## src/rtl/fx_noise_gate_if.sv

```systemverilog
// Sample-stream and control bundle between the effects chain and fx_noise_gate.
// The gate is the slave; whoever feeds samples and controls is the master.
interface fx_noise_gate_if #(
    parameter int DATA_W  = 16,
    parameter int PARAM_W = 8
);
    logic                    sample_en;
    logic [1:0][DATA_W-1:0]  audio_in;
    logic [PARAM_W-1:0]      fx_threshold;
    logic [PARAM_W-1:0]      fx_attack;
    logic [PARAM_W-1:0]      fx_release;
    logic [PARAM_W-1:0]      fx_hold;
    logic [1:0][DATA_W-1:0]  audio_out;
    logic                    sample_en_out;
    logic                    gate_open;

    modport master (
        output sample_en, audio_in, fx_threshold, fx_attack, fx_release, fx_hold,
        input  audio_out, sample_en_out, gate_open
    );

    modport slave (
        input  sample_en, audio_in, fx_threshold, fx_attack, fx_release, fx_hold,
        output audio_out, sample_en_out, gate_open
    );
endinterface

```

## src/rtl/fx_noise_gate.sv

```systemverilog
// Stereo noise gate: peak detector, hysteretic open/close with hold, and a
// ramped gain applied to both channels with one sample-strobe of latency.
module fx_noise_gate #(
    parameter int DATA_W  = 16,
    parameter int PARAM_W = 8,
    parameter int GAIN_W  = 16
) (
    input  logic          clk,
    input  logic          reset,
    fx_noise_gate_if.slave gif
);
    localparam int HOLD_W = PARAM_W + 6;
    localparam logic [GAIN_W-1:0] UNITY   = {1'b1, {(GAIN_W-1){1'b0}}};
    localparam logic [DATA_W-1:0] MAG_MAX = {1'b0, {(DATA_W-1){1'b1}}};

    typedef enum logic [2:0] {
        ST_CLOSED,
        ST_ATTACK,
        ST_OPEN,
        ST_HOLD,
        ST_RELEASE
    } state_t;

    state_t                 state_q, state_d;
    logic [GAIN_W-1:0]      gain_q, gain_d;
    logic [HOLD_W-1:0]      hold_cnt_q, hold_cnt_d;
    logic [1:0][DATA_W-1:0] audio_out_q, audio_out_d;
    logic                   sample_en_out_q, sample_en_out_d;
    logic                   gate_open_q, gate_open_d;

    logic [DATA_W-1:0]      mag [2];
    logic [1:0][DATA_W-1:0] gated;
    logic [DATA_W-1:0]      peak;
    logic [DATA_W-1:0]      open_thr;
    logic [DATA_W-1:0]      close_thr;
    logic [HOLD_W-1:0]      hold_len;
    logic [GAIN_W:0]        att_step;
    logic [GAIN_W:0]        rel_step;
    logic [GAIN_W:0]        gain_sum;
    logic [GAIN_W-1:0]      gain_up;
    logic [GAIN_W-1:0]      gain_dn;
    logic                   loud;
    logic                   quiet;

    // Per-channel magnitude (|-full scale| clamps to +full scale) and gain multiply
    // using the gain held before this sample's update.
    genvar gi;
    generate
        for (gi = 0; gi < 2; gi++) begin : g_ch
            logic [DATA_W-1:0]          raw;
            logic [DATA_W-1:0]          neg;
            logic signed [DATA_W+GAIN_W:0] prod;

            assign raw = gif.audio_in[gi];
            assign neg = '0 - raw;
            assign mag[gi] = !raw[DATA_W-1]       ? raw     :
                             (raw[DATA_W-2:0] == '0) ? MAG_MAX : neg;
            assign prod = $signed(raw) * $signed({1'b0, gain_q});
            assign gated[gi] = prod[DATA_W+GAIN_W-2 : GAIN_W-1];
        end
    endgenerate

    assign peak      = (mag[0] > mag[1]) ? mag[0] : mag[1];
    assign open_thr  = DATA_W'(gif.fx_threshold) << (DATA_W - 1 - PARAM_W);
    assign close_thr = open_thr >> 1;
    assign loud      = (peak >= open_thr);
    assign quiet     = (peak < close_thr);
    assign hold_len  = {gif.fx_hold, 6'b0};

    assign att_step = (GAIN_W+1)'(gif.fx_attack) + 1'b1;
    assign rel_step = (GAIN_W+1)'(gif.fx_release) + 1'b1;
    assign gain_sum = {1'b0, gain_q} + att_step;
    assign gain_up  = (gain_sum >= {1'b0, UNITY}) ? UNITY : gain_sum[GAIN_W-1:0];
    assign gain_dn  = ({1'b0, gain_q} <= rel_step) ? '0 : gain_q - rel_step[GAIN_W-1:0];

    always_ff @(posedge clk) begin
        if (reset) begin
            state_q         <= ST_CLOSED;
            gain_q          <= '0;
            hold_cnt_q      <= '0;
            audio_out_q     <= '0;
            sample_en_out_q <= 1'b0;
            gate_open_q     <= 1'b0;
        end else begin
            state_q         <= state_d;
            gain_q          <= gain_d;
            hold_cnt_q      <= hold_cnt_d;
            audio_out_q     <= audio_out_d;
            sample_en_out_q <= sample_en_out_d;
            gate_open_q     <= gate_open_d;
        end
    end

    always_comb begin
        state_d = state_q;
        if (gif.sample_en) begin
            case (state_q)
                ST_CLOSED: begin
                    if (loud) state_d = (gain_up == UNITY) ? ST_OPEN : ST_ATTACK;
                end
                ST_ATTACK: begin
                    if (gain_up == UNITY) state_d = ST_OPEN;
                end
                ST_OPEN: begin
                    if (quiet) state_d = ST_HOLD;
                end
                ST_HOLD: begin
                    if (loud)                         state_d = ST_OPEN;
                    else if (hold_cnt_q == hold_len)  state_d = ST_RELEASE;
                end
                ST_RELEASE: begin
                    if (loud)              state_d = (gain_up == UNITY) ? ST_OPEN : ST_ATTACK;
                    else if (gain_dn == '0) state_d = ST_CLOSED;
                end
                default: state_d = ST_CLOSED;
            endcase
        end
    end

    always_comb begin
        gain_d          = gain_q;
        hold_cnt_d      = hold_cnt_q;
        audio_out_d     = audio_out_q;
        gate_open_d     = gate_open_q;
        sample_en_out_d = gif.sample_en;
        if (gif.sample_en) begin
            audio_out_d = gated;
            gate_open_d = (state_d == ST_OPEN) || (state_d == ST_HOLD);
            case (state_q)
                ST_CLOSED:  if (loud) gain_d = gain_up;
                ST_ATTACK:  gain_d = gain_up;
                ST_OPEN: begin
                    gain_d = UNITY;
                    if (quiet) hold_cnt_d = '0;
                end
                ST_HOLD: begin
                    gain_d     = UNITY;
                    hold_cnt_d = hold_cnt_q + 1'b1;
                end
                // A retrigger ramps up from wherever the release had reached.
                ST_RELEASE: gain_d = loud ? gain_up : gain_dn;
                default:    gain_d = '0;
            endcase
        end
    end

    assign gif.audio_out     = audio_out_q;
    assign gif.sample_en_out = sample_en_out_q;
    assign gif.gate_open     = gate_open_q;
endmodule

```

## src/flat_wrapper.sv

```systemverilog
// flat-port wrapper written by rule: the top's interface ports become plain ports
module fx_noise_gate_flat 
#(
    parameter int DATA_W  = 16,
    parameter int PARAM_W = 8,
    parameter int GAIN_W  = 16
)
  (clk, reset, gif_sample_en, gif_audio_in, gif_fx_threshold, gif_fx_attack, gif_fx_release, gif_fx_hold, gif_audio_out, gif_sample_en_out, gif_gate_open);
  fx_noise_gate_if #(.DATA_W(DATA_W), .PARAM_W(PARAM_W)) gif_i ();
  input  logic clk;
  input  logic reset;
  input wire logic [$bits(gif_i.sample_en)-1:0] gif_sample_en;
  input wire logic [$bits(gif_i.audio_in)-1:0] gif_audio_in;
  input wire logic [$bits(gif_i.fx_threshold)-1:0] gif_fx_threshold;
  input wire logic [$bits(gif_i.fx_attack)-1:0] gif_fx_attack;
  input wire logic [$bits(gif_i.fx_release)-1:0] gif_fx_release;
  input wire logic [$bits(gif_i.fx_hold)-1:0] gif_fx_hold;
  output wire logic [$bits(gif_i.audio_out)-1:0] gif_audio_out;
  output wire logic [$bits(gif_i.sample_en_out)-1:0] gif_sample_en_out;
  output wire logic [$bits(gif_i.gate_open)-1:0] gif_gate_open;
  assign gif_i.sample_en = gif_sample_en;
  assign gif_i.audio_in = gif_audio_in;
  assign gif_i.fx_threshold = gif_fx_threshold;
  assign gif_i.fx_attack = gif_fx_attack;
  assign gif_i.fx_release = gif_fx_release;
  assign gif_i.fx_hold = gif_fx_hold;
  assign gif_audio_out = gif_i.audio_out;
  assign gif_sample_en_out = gif_i.sample_en_out;
  assign gif_gate_open = gif_i.gate_open;
  fx_noise_gate #(.DATA_W(DATA_W), .PARAM_W(PARAM_W), .GAIN_W(GAIN_W)) u_core (.clk(clk), .reset(reset), .gif(gif_i));
endmodule
```

## config.mk

```make
export PLATFORM = sky130hd
export DESIGN_NAME = fx_noise_gate_flat
export DESIGN_NICKNAME = d
export VERILOG_FILES = /design/src/rtl/fx_noise_gate_if.sv /design/src/rtl/fx_noise_gate.sv /design/src/flat_wrapper.sv
export SDC_FILE = /design/constraint.sdc
export NUM_CORES = 1
export LEC_CHECK = 0
export BUFFER_PORTS_ARGS = -buffer_cell sky130_fd_sc_hd__buf_2
export CORE_UTILIZATION = 40
export DETAILED_ROUTE_END_ITERATION = 10
export GPL_ROUTABILITY_DRIVEN = 0
export SYNTH_ARGS = -nofsm -noshare
export SYNTH_HDL_FRONTEND = slang
export SYNTH_SLANG_ARGS = --single-unit
```

## constraint.sdc

```tcl
create_clock -name clk -period 9.3 [get_ports clk]
set_clock_uncertainty 0.05 [all_clocks]
set_input_delay 0.93 -clock clk [delete_from_list [all_inputs] [get_ports clk]]
set_output_delay 0.93 -clock clk [all_outputs]
set_load 0.01 [all_outputs]
```

Yosys cells after proc, flatten, opt, wreduce, memory -nomap -nowiden
Cells that the tools add are included.
{"block": "op_classes", "addsub": 7, "mul": 2, "order_cmp": 5, "n_eq_ne": 10, "n_mux": 22, "reduce_logical": 9}
{"cell": "16-bit 2-to-1 mux", "n": 9}
{"cell": "16-bit case mux with 4 select lines", "n": 1}
{"cell": "16-bit by 17-bit multiplier with 31-bit output", "n": 2}
{"cell": "1-bit by 16-bit subtractor with 16-bit output (first input constant)", "n": 2}
{"cell": "15-bit logical NOT", "n": 2}
{"cell": "14-bit case mux with 2 select lines", "n": 1}
{"cell": "3-bit 2-to-1 mux", "n": 8}
{"cell": "8-bit by 1-bit adder with 9-bit output (second input constant)", "n": 2}
{"cell": "16-bit by 17-bit adder with 17-bit output", "n": 1}
{"cell": "17-bit by 16-bit >= comparator with 1-bit output (second input constant)", "n": 1}
{"cell": "16-bit by 17-bit less-or-equal comparator with 1-bit output", "n": 1}
{"cell": "16-bit == test (second input constant)", "n": 1}
{"cell": "16-bit by 15-bit >= comparator with 1-bit output", "n": 1}
{"cell": "16-bit greater-than comparator", "n": 1}
{"cell": "16-bit logical NOT", "n": 1}
{"cell": "16-bit by 14-bit < comparator with 1-bit output", "n": 1}
{"cell": "16-bit subtractor", "n": 1}
{"cell": "3-bit case mux with 5 select lines", "n": 1}
{"cell": "14-bit by 1-bit adder with 14-bit output (second input constant)", "n": 1}
{"cell": "14-bit == test", "n": 1}
{"cell": "14-bit 2-to-1 mux", "n": 1}
{"cell": "3-bit by 2-bit == test with 1-bit output (second input constant)", "n": 4}
{"cell": "2-bit by 1-bit inequality test with 1-bit output (second input constant)", "n": 2}
{"cell": "3-bit by 1-bit == test with 1-bit output (second input constant)", "n": 1}
{"cell": "8 further kinds", "n": 8}
{"block": "totals", "ff_bits": 67, "input_bits": 67, "out_inout_bits": 34, "elab_cells": 62}

Longest topological paths before layout
Gate-level depths: netlist of run 1.
{"block": "logic_depth", "ltp_word": 11, "ltp_mapped": 30, "mapped_depth_nobuf": 26}

Worst setup path after synthesis of run 1
Ideal clock, no wire load.
{"block": "synth_path", "path_kind": "input to register", "start": "input port gif_audio_in[4]", "end": "register u_core.audio_out_q (netlist bit u_core.gif.audio_out[14])", "setup_time_ns": 0.117, "arrival_ns": 7.106, "required_time_ns": 9.133, "path_slack_ns": 2.026, "stages": 25, "path_buffers": 2, "cell_sequence": "clkbuf_1 buf_1 nand2_1 fa_1 inv_1 fa_1 inv_1 fa_1 fa_1 inv_1 fa_1 inv_1 fa_1 inv_1 ha_1 a21oi_1 nor2_1 a2111oi_0 a21oi_1 o2111ai_1 a21oi_1 o21ai_0 a31oi_1 or3_1 a32o_1"}
{"block": "synth_via", "elab_chain_cells": 1}
{"item": "from (decl)", "line": "flat_wrapper.sv:13", "source": "input wire logic [$bits(gif_i.audio_in)-1:0] gif_audio_in;"}
{"item": "16-bit by 17-bit multiplier with 31-bit output", "line": "fx_noise_gate.sv:58", "source": "assign prod = $signed(raw) * $signed({1'b0, gain_q});"}
{"item": "to (signal assigned)", "line": "fx_noise_gate.sv:88", "source": "audio_out_q <= audio_out_d;"}
{"item": "to (decl)", "line": "fx_noise_gate.sv:27", "source": "logic [1:0][DATA_W-1:0] audio_out_q, audio_out_d;"}
No other way between the ends.
A chain may end at the register's enable or synchronous reset.

Worst setup path after layout of run 1
{"block": "layout_path", "start": "input port gif_audio_in[31]", "end": "register u_core.gain_q[11]"}
{"block": "layout_via", "elab_chain_cells": 8, "elab_cells_between_ends": 10, "classes_between": "add/sub: 1; order compare: 2; eq/ne: 1; mux: 5; reduce/logical: 1"}
{"item": "1-bit by 16-bit subtractor with 16-bit output", "line": "fx_noise_gate.sv:55", "source": "assign neg = '0 - raw;"}
{"item": "16-bit 2-to-1 mux", "line": "fx_noise_gate.sv:57", "source": "(raw[DATA_W-2:0] == '0) ? MAG_MAX : neg;"}
{"item": "16-bit 2-to-1 mux (*)", "line": "fx_noise_gate.sv:56", "source": "assign mag[gi] = !raw[DATA_W-1] ? raw :"}
{"item": "16-bit greater-than comparator", "line": "fx_noise_gate.sv:63", "source": "assign peak = (mag[0] > mag[1]) ? mag[0] : mag[1];"}
{"item": "16-bit 2-to-1 mux (*)", "line": "fx_noise_gate.sv:63"}
{"item": "16-bit by 15-bit >= comparator with 1-bit output (*)", "line": "fx_noise_gate.sv:66", "source": "assign loud = (peak >= open_thr);"}
{"item": "16-bit 2-to-1 mux or 2-bit by 1-bit inequality test with 1-bit output (tied branches)"}
{"item": "16-bit case mux with 4 select lines or 2-bit AND reduction (tied branches)"}
{"item": "to (signal assigned)", "line": "fx_noise_gate.sv:86", "source": "gain_q <= gain_d;"}
{"item": "to (decl)", "line": "fx_noise_gate.sv:25", "source": "logic [GAIN_W-1:0] gain_q, gain_d;"}
Mark *: on every way between the ends. The rest lies on a longest branch, timed or not.

==> PnR_summary.wiki, run 1 <==
{| class="wikitable"
! Metric !! Value
|-
| Cell area after synthesis || around 22000 sq um
|-
| Max-cap check violation count || 0
|-
| Leakage || 11.4 nW
|-
| Part of the Yosys area used for sequential elements || 0.0610
|-
| CTS-repair resized insts || 0
|-
| Post-CTS Setup Inserts || 0
|-
| Gr ovfl total || 0
|-
| Fraction of registers with async set/reset || 0
|-
| Iteration count of the initial detailed-routing pass || 5
|-
| Transition time at the pin with the least slew margin || 1080 ps
|-
| Detailed-route wire length per cell || 18.4 microns
|-
| Combined global-route utilization of all metal layers || 0.226
|-
| Critical path data required time || between 9000 and 10000 ps
|-
| Total count of hold-check failures in the final report || 0
|-
| Post-route clock period utilization || 0.917
|-
| Total via count after detailed routing || approximately 18000
|-
| Gate count after technology mapping || 2615
|-
| Global-route wire length before repair || 99700 microns
|-
| Element type at the critical path start || input pin
|-
| Root Buffer Master || sky130_fd_sc_hd__clkbuf_16
|-
| Number of antenna cells inserted || 0
|-
| Worst-case clock buffer depth || 2
|-
| CTS tree || yes
|-
| Estimated wirelength of the detail-placed design || a little under 50000 microns
|-
| Total of fill cells in the finished design || 5410
|-
| Compound-Gate Fraction of Synth Area || 0.0884
|-
| Antenna violations before repair || 0
|-
| XOR/XNOR share of the synthesized area || 0.0327
|-
| Synthesized flop and latch total || 67
|-
| Wirelength, routed || 60900 microns
|-
| Pin count of the biggest net entering global routing || 38
|-
| Final design instance area without fill || 23300 sq um
|-
| # hold bufs at CTS || 0
|-
| Final Max Tran Viols || 0
|-
| Number of buffers created by CTS || 9
|-
| Launch instance of the worst register-to-register path || u_core.gain_q[5]
|-
| Synthesis warning total || 0
|-
| Hold Crit Class || reg -> reg
|-
| Die Footprint || 55900 sq um
|-
| Result of the run || complete, no violations
|-
| Combinational family with the most area after synthesis || adder cells
|-
| Summed negative setup slack over all endpoints || 0 ps
|-
| Ratio of routed vias to standard cells || between 5 and 6
|-
| Largest driver fanout on the critical path || 27
|-
| Path depth of the worst reg2reg path || 23
|-
| Clk sink count || between 60 and 70
|-
| Post-route total power || 3.38 mW
|-
| Mean instance size in the synthesized netlist || 8.41 sq um
|-
| Port Buffers || 100
|-
| Cell area power density || 145 nW/um^2
|-
| Commonest non-fill, non-tap cells in the layout || sky130_fd_sc_hd__inv_1, sky130_fd_sc_hd__fa_1, sky130_fd_sc_hd__nand2_1
|-
| First-iteration detailed-routing DRC count || 1148
|-
| Maximum level of the CTS H-tree || 3
|-
| Layout overhead on the synthesized area || 6.00%
|-
| Clock-pin slew reported for the worst setup and hold paths after clock tree synthesis || 60 ps
|-
| Share of cell area taken by muxes after synthesis || 0.00916
|-
| Start point of the worst hold path || u_core.gif.audio_out[13]
|-
| Starting utilization of the core area || 0.407
|-
| Setup slack on the worst flop-to-flop path || 1690 ps
|-
| End point of the worst hold path || u_core.gif.audio_out[13]
|-
| Dominant register cell in the synthesized netlist || sky130_fd_sc_hd__dfxtp_1
|-
| Height of the die || 237 microns
|-
| Floorplan core area || about 54000 sq um
|-
| Worst vdd rail ir drop || 0.0911 mV
|-
| Type of element capturing the critical path || flop
|-
| Via count of the first global-routing pass || 18800
|-
| Unrepaired setup endpoints after global routing || false
|-
| Number of nets with antenna violations after routing || 0
|-
| Most common cell after layout, fill and taps aside || sky130_fd_sc_hd__inv_1
|-
| Mapped Nets || 3341
|-
| Adder-cell area share of the yosys netlist || 0.507
|-
| Achievable frequency || 117 MHz
|-
| Final min period || 8530 ps
|-
| Post-route worst hold slack || between 300 and 400 ps
|-
| Basic-gate share of the synthesized area counting and, or, nand and nor cells || 0.188
|-
| Worst flop-to-flop path endpoint || u_core.gif.audio_out[14]
|-
| Distinct cell type count after synthesis || 88
|-
| Worst Path Arrival || 8780 ps
|-
| Total I/O pin count || ~100
|-
| Dpl cell area || 23000 sq um
|-
| Clock latency at the later pin of the worst-skew pair || 360 ps
|-
| Remaining max-slew budget at the tightest pin || 0.281
|-
| Die outline width || 237 microns
|-
| Total number of nets in the final design || 3343
|-
| Layout cell share with drive strength beyond 1 || 0.0649
|-
| DRC violations left || 0
|-
| Number of enable-type register cells in the synthesized netlist || 0
|-
| Setup violation total in the final timing report || 0
|-
| Row Count || 85
|-
| Hold Path Stages || 2
|-
| Crit Path Class || in -> reg
|}
==> sequential cells by signal, summed over array words and instances, names as in the netlist <==
| register | flops |
|---|---|
| u_core.gif.sample_en_out | 1 |
| u_core.gif.audio_out | 32 |
| u_core.hold_cnt_q | 14 |
| u_core.gain_q | 16 |
| u_core.state_q | 3 |
| u_core.gif.gate_open | 1 |
==> kinds of logic (layout without fill, tap and decap cells) <==
logic type / after synthesis / in the layout
buffers and inverters: 659 / 665
multiplexers: 20 / 20
AO/OA/AOI/OAI: 276 / 276
XOR/XNOR: 82 / 82
AND/OR/NAND/NOR: 852 / 852
flip-flops: 67 / 67
adder cells (fa/ha/maj): 659 / 659
==> cell usage after synthesis (5+ instances only) <==
master                     instances  area (sq um)
sky130_fd_sc_hd__nand3b_1          5          37.5
sky130_fd_sc_hd__and3_1            8          50.1
sky130_fd_sc_hd__o22ai_1           9          56.3
sky130_fd_sc_hd__o21ai_0          43           215
sky130_fd_sc_hd__a22oi_1           5          37.5
sky130_fd_sc_hd__a31oi_1          16           100
sky130_fd_sc_hd__nand3_1          29           145
sky130_fd_sc_hd__nand2_1         386          1450
sky130_fd_sc_hd__o21ai_1          10          50.1
sky130_fd_sc_hd__nor4_1            7          43.8
sky130_fd_sc_hd__a211oi_1          9          67.6
sky130_fd_sc_hd__xnor2_1          50           438
sky130_fd_sc_hd__dfxtp_1          67          1340
sky130_fd_sc_hd__o311ai_0          7          61.3
sky130_fd_sc_hd__o21a_1           10          75.1
sky130_fd_sc_hd__or3_1             9          56.3
sky130_fd_sc_hd__nor2b_1          15          93.8
sky130_fd_sc_hd__o211ai_1         12          90.1
sky130_fd_sc_hd__or4_1            11          82.6
sky130_fd_sc_hd__xor2_1           32           280
sky130_fd_sc_hd__ha_1            271          3390
sky130_fd_sc_hd__o41ai_1           9          78.8
sky130_fd_sc_hd__buf_1            12          45.0
sky130_fd_sc_hd__buf_2             6          30.0
sky130_fd_sc_hd__a21oi_1          50           250
sky130_fd_sc_hd__nor3_1           32           160
sky130_fd_sc_hd__nand2b_1         30           188
sky130_fd_sc_hd__nand4_1          25           156
sky130_fd_sc_hd__mux2i_1          19           190
sky130_fd_sc_hd__nor2_1           91           342
sky130_fd_sc_hd__and2_1          179          1120
sky130_fd_sc_hd__fa_1            388          7770
sky130_fd_sc_hd__a21o_1           23           173
sky130_fd_sc_hd__o31ai_1          12          90.1
sky130_fd_sc_hd__or2_2             5          31.3
sky130_fd_sc_hd__clkbuf_1        116           435
sky130_fd_sc_hd__inv_1           518          1940
sky130_fd_sc_hd__a22o_1            8          70.1
==> through the flow <==
step | instances | utilization | worst slack (ps)
2_1_floorplan | 2615 | - | 2030
3_3_place_gp | 3302 | 0.426 | 894
3_5_place_dp | 3302 | 0.426 | 638
4_1_cts | 3317 | 0.432 | 1010
5_1_grt | 3317 | 0.432 | 242
6_report | 3317 | 0.432 | 771
==> layer usage <==
layer,vias to the layer above,track usage,wire length (microns)
met1,8847,0.301,25900
met3,122,0.0221,3540
met4,0,0.0702,1790
met5,-,0,0
met2,598,0.387,29700
li1,8173,-,-
==> cell type report <==
type	instances	area, sq um	share of cell area
Multi-Input combinational cell	1889	18200	0.778
Inverter	521	1960	0.0839
Sequential cell	67	1340	0.0576
Tap cell	696	871	0.0373
Timing Repair Buffer	129	718	0.0308
Clock buffer	10	239	0.0102
Clock inverter	5	38.8	0.00166
==> worst max path at each step <==
| stage | slack (ps) | to | start |
|---|---|---|---|
| finish | 770 | u_core.gain_q[11] | gif_audio_in[31] |
| global route | 240 | u_core.gain_q[11] | gif_audio_in[31] |
| CTS | 1010 | u_core.gain_q[11] | gif_audio_in[31] |
| detailed placement | 640 | u_core.gain_q[11] | gif_audio_in[31] |
| global placement | 890 | u_core.gain_q[11] | gif_audio_in[31] |
| floorplan | 2030 | u_core.gif.audio_out[14] | gif_audio_in[4] |
==> worst max-delay path: stages <==
cell                       delay [ps]
sky130_fd_sc_hd__buf_2            430
sky130_fd_sc_hd__inv_2            200
sky130_fd_sc_hd__or4_1            630
sky130_fd_sc_hd__nor3_1           780
sky130_fd_sc_hd__nor3_1           200
sky130_fd_sc_hd__ha_1             350
sky130_fd_sc_hd__nand4_1          130
sky130_fd_sc_hd__or4_1            590
sky130_fd_sc_hd__a21oi_1          210
sky130_fd_sc_hd__a211oi_1         110
sky130_fd_sc_hd__nor2_2           510
sky130_fd_sc_hd__nor2b_1          100
sky130_fd_sc_hd__a31oi_1          220
sky130_fd_sc_hd__ha_1             280
sky130_fd_sc_hd__nor2b_1          130
sky130_fd_sc_hd__o211ai_1         150
sky130_fd_sc_hd__a31oi_1          120
sky130_fd_sc_hd__o31ai_1          410
sky130_fd_sc_hd__o211ai_1         230
sky130_fd_sc_hd__o22ai_4          440
sky130_fd_sc_hd__nand4_1          590
sky130_fd_sc_hd__or4_1            580
sky130_fd_sc_hd__a211oi_1         250
sky130_fd_sc_hd__a221o_1          150
==> power by group <==
group          switching [mW]  total, mW  internal (mW)
Combinational            1.55       2.65           1.10
Sequential             0.0685      0.399          0.331
Clock                   0.144      0.330          0.187
Total                    1.77       3.38           1.61
No activity file was read; power rests on OpenSTA's default activity.
==> run 2: changes to the inputs <==
==> constraint.sdc (replaced) <==
create_clock -name clk -period 9.3 [get_ports clk]
set_clock_uncertainty 0.05 [all_clocks]
set_input_delay 1.395 -clock clk [delete_from_list [all_inputs] [get_ports clk]]
set_output_delay 1.395 -clock clk [all_outputs]
set_load 0.01 [all_outputs]
==> run 2 against run 1 <==
Compared with the run above:
- clock power increased by 8.2%
- routed wire length decreased by 1.9%
- via count rose by 0.48%
- clock-buffer cell count is 1 lower
- register-to-register slack gained 140 ps
- final cell count is 0.30% higher
- die area did not move
- combinational power barely moved
- critical path depth rose by 1
- setup slack better by 25 ps
- sequential power decreased by 2%
==> PnR_summary.wiki, run 2 (synthesis results as in run 1) <==
{| class="wikitable"
! Metric !! Value
|-
| Ratio of routed vias to standard cells || 5.36 (+0.18%)
|-
| Cell area power density || 144 nW/um^2 (-0.51%)
|-
| Filler-free cell count of the finished design || 3327 (+0.30%)
|-
| Launch instance of the worst register-to-register path || u_core.gain_q[7]
|-
| # hold bufs at CTS || 0 (unchanged)
|-
| Height of the die || 237 microns (unchanged)
|-
| Number of buffers created by CTS || 9 (unchanged)
|-
| Maximum level of the CTS H-tree || 3 (unchanged)
|-
| DP Cell Count || 3310 (+0.24%)
|-
| Utilization of the core after routing || 0.433 (+0.00160)
|-
| Antenna violations before repair || 2 (+2)
|-
| Gate family responsible for the most delay along the worst path || simple AND/OR/NAND/NOR gates
|-
| Worst Path Arrival || 8760 ps (-20 ps)
|-
| Total via count after detailed routing || 17800 (+0.48%)
|-
| Layout overhead on the synthesized area || 6.39%
|-
| Hold Path Stages || 2 (unchanged)
|-
| Worst vdd rail ir drop || 0.118 mV (+29%)
|-
| Row Count || 85 (unchanged)
|-
| Post-CTS Setup Inserts || 0 (unchanged)
|-
| Path depth of the worst reg2reg path || 23 (unchanged)
|-
| Setup ws final || 796 ps (+24.8 ps)
|-
| Summed negative setup slack over all endpoints || 0 ps (unchanged)
|-
| Clock-pin slew reported for the worst setup and hold paths after clock tree synthesis || 70 ps (about the same)
|-
| Total I/O pin count || 101 (unchanged)
|-
| Die outline width || 237 microns (unchanged)
|-
| DRC violations left || 0 (unchanged)
|-
| Result of the run || complete, no violations
|-
| Root Buffer Master || sky130_fd_sc_hd__clkbuf_16
|-
| Total number of nets in the final design || 3351 (+0.24%)
|-
| Final min period || 8500 ps (-24.8 ps)
|-
| Combined global-route utilization of all metal layers || 0.221 (-0.00516)
|-
| Crit Path Class || in -> reg
|-
| Unrepaired setup endpoints after global routing || false
|-
| Estimated wirelength of the detail-placed design || 47500 microns (-1.6%)
|-
| CP peak stage delay || 640 ps (-140 ps)
|-
| Clk sink count || 67 (unchanged)
|-
| Final Max Tran Viols || 0 (unchanged)
|-
| Final design instance area without fill || 23400 sq um (+0.37%)
|-
| End point of the worst hold path || u_core.gif.audio_out[13]
|-
| Via count of the first global-routing pass || 18600 (-1.0%)
|-
| Leakage || 11.5 nW (+0.52%)
|-
| Largest driver fanout on the critical path || 19 (-30%)
|-
| Number of flip-flops in the largest register || 32 (unchanged)
|-
| Start point of the worst hold path || u_core.gif.audio_out[13]
|-
| Layout cell share with drive strength beyond 1 || 0.0681 (+0.00320)
|-
| CTS tree || yes
|-
| First-iteration detailed-routing DRC count || 1169 (+1.8%)
|-
| Transition time at the pin with the least slew margin || 1080 ps (+7.26 ps)
|-
| Number of nets with antenna violations after routing || 0 (unchanged)
|-
| Gr ovfl total || 0 (unchanged)
|-
| Commonest non-fill, non-tap cells in the layout || sky130_fd_sc_hd__inv_1, sky130_fd_sc_hd__fa_1, sky130_fd_sc_hd__nand2_1
|-
| Critical path depth in cells || 25 (+4.2%)
|-
| Post-route total power || 3.37 mW (-0.14%)
|-
| Starting utilization of the core area || 0.407 (unchanged)
|-
| Dpl cell area || 23100 sq um (+0.26%)
|-
| Iteration count of the initial detailed-routing pass || 6 (+1)
|-
| Wirelength, routed || 59800 microns (-1.9%)
|-
| Achievable frequency || 118 MHz (+0.29%)
|-
| Detailed-route wire length per cell || 18.0 microns (-2.2%)
|-
| Max-cap check violation count || 0 (unchanged)
|-
| Most common cell after layout, fill and taps aside || sky130_fd_sc_hd__inv_1
|-
| Global-route wire length before repair || 97900 microns (-1.8%)
|-
| Worst flop-to-flop path endpoint || u_core.gif.audio_out[30]
|-
| Critical path data required time || 9560 ps (about the same)
|-
| CTS-repair resized insts || 0 (unchanged)
|-
| Die Footprint || 55900 sq um (unchanged)
|-
| Floorplan core area || 54000 sq um (unchanged)
|-
| Pin count of the biggest net entering global routing || 39 (+2.6%)
|-
| Remaining max-slew budget at the tightest pin || 0.276 (-0.00485)
|-
| Setup slack on the worst flop-to-flop path || 1830 ps (+140 ps)
|-
| Post-route worst hold slack || 396 ps (-4.21 ps)
|-
| Setup violation total in the final timing report || 0 (unchanged)
|-
| Element type at the critical path start || input pin
|-
| Hold Crit Class || reg -> reg
|-
| Type of element capturing the critical path || flop
|-
| Port Buffers || 100 (unchanged)
|-
| Post-route clock period utilization || 0.914 (-0.00266)
|-
| Clock latency at the later pin of the worst-skew pair || 360 ps (about the same)
|-
| Critical path's slowest cell || sky130_fd_sc_hd__nor4_1
|-
| Total buffers and inverters traversed by the critical path || 1 (-1)
|-
| Worst-case clock buffer depth || 2 (unchanged)
|-
| Total count of hold-check failures in the final report || 0 (unchanged)
|-
| Pre-CTS setup slack || 655 ps (+16.9 ps)
|}
## run 2: worst reg2reg max path, delay by kind of cell (launching register included)
family	cells	cell delay [ps]
adder cells (fa/ha/maj)	7	3200
flip-flops	1	1010
AO/OA/AOI/OAI	6	1480
buffers and inverters	6	600
AND/OR/NAND/NOR	4	1020
## run 2: report_power, final
| group | leakage (nW) | total, mW | switching, mW | internal (mW) |
|---|---|---|---|---|
| Combinational | 10.8 | 2.63 | 1.54 | 1.09 |
| Clock | 0.142 | 0.357 | 0.148 | 0.209 |
| Sequential | 0.548 | 0.392 | 0.0608 | 0.331 |
| Total | 11.5 | 3.37 | 1.74 | 1.63 |
## run 2: worst max-delay path by stage
stage	startpoint	end	slack [ps]
6_report	gif_audio_in[20]	u_core.gain_q[11]	800
5_1_grt	gif_audio_in[20]	u_core.gain_q[11]	190
4_1_cts	gif_audio_in[20]	u_core.gain_q[11]	1000
3_5_place_dp	gif_audio_in[20]	u_core.gain_q[11]	660
3_3_place_gp	gif_audio_in[4]	u_core.gain_q[11]	870
2_1_floorplan	gif_audio_in[4]	u_core.gif.audio_out[14]	1560
## run 2: cell type report
class	count	area (sq um)
diodes	1	2.50
clock buffers	9	225
clock inverters	7	76.3
fillers	5413	30600
inverters	521	1960
multi-input cells	1889	18200
flip-flops and latches	67	1340
well taps	696	871
repair buffers	137	778
## run 2: per-layer routing
metal	wire length, microns	part of all wire	vias to the layer above	GRT usage
met2	28800	0.48	581	0.369
li1	-	-	8195	-
met3	3340	0.056	106	0.0256
met4	1830	0.031	0	0.0797
met1	25900	0.43	8943	0.295
met5	0	0	-	0
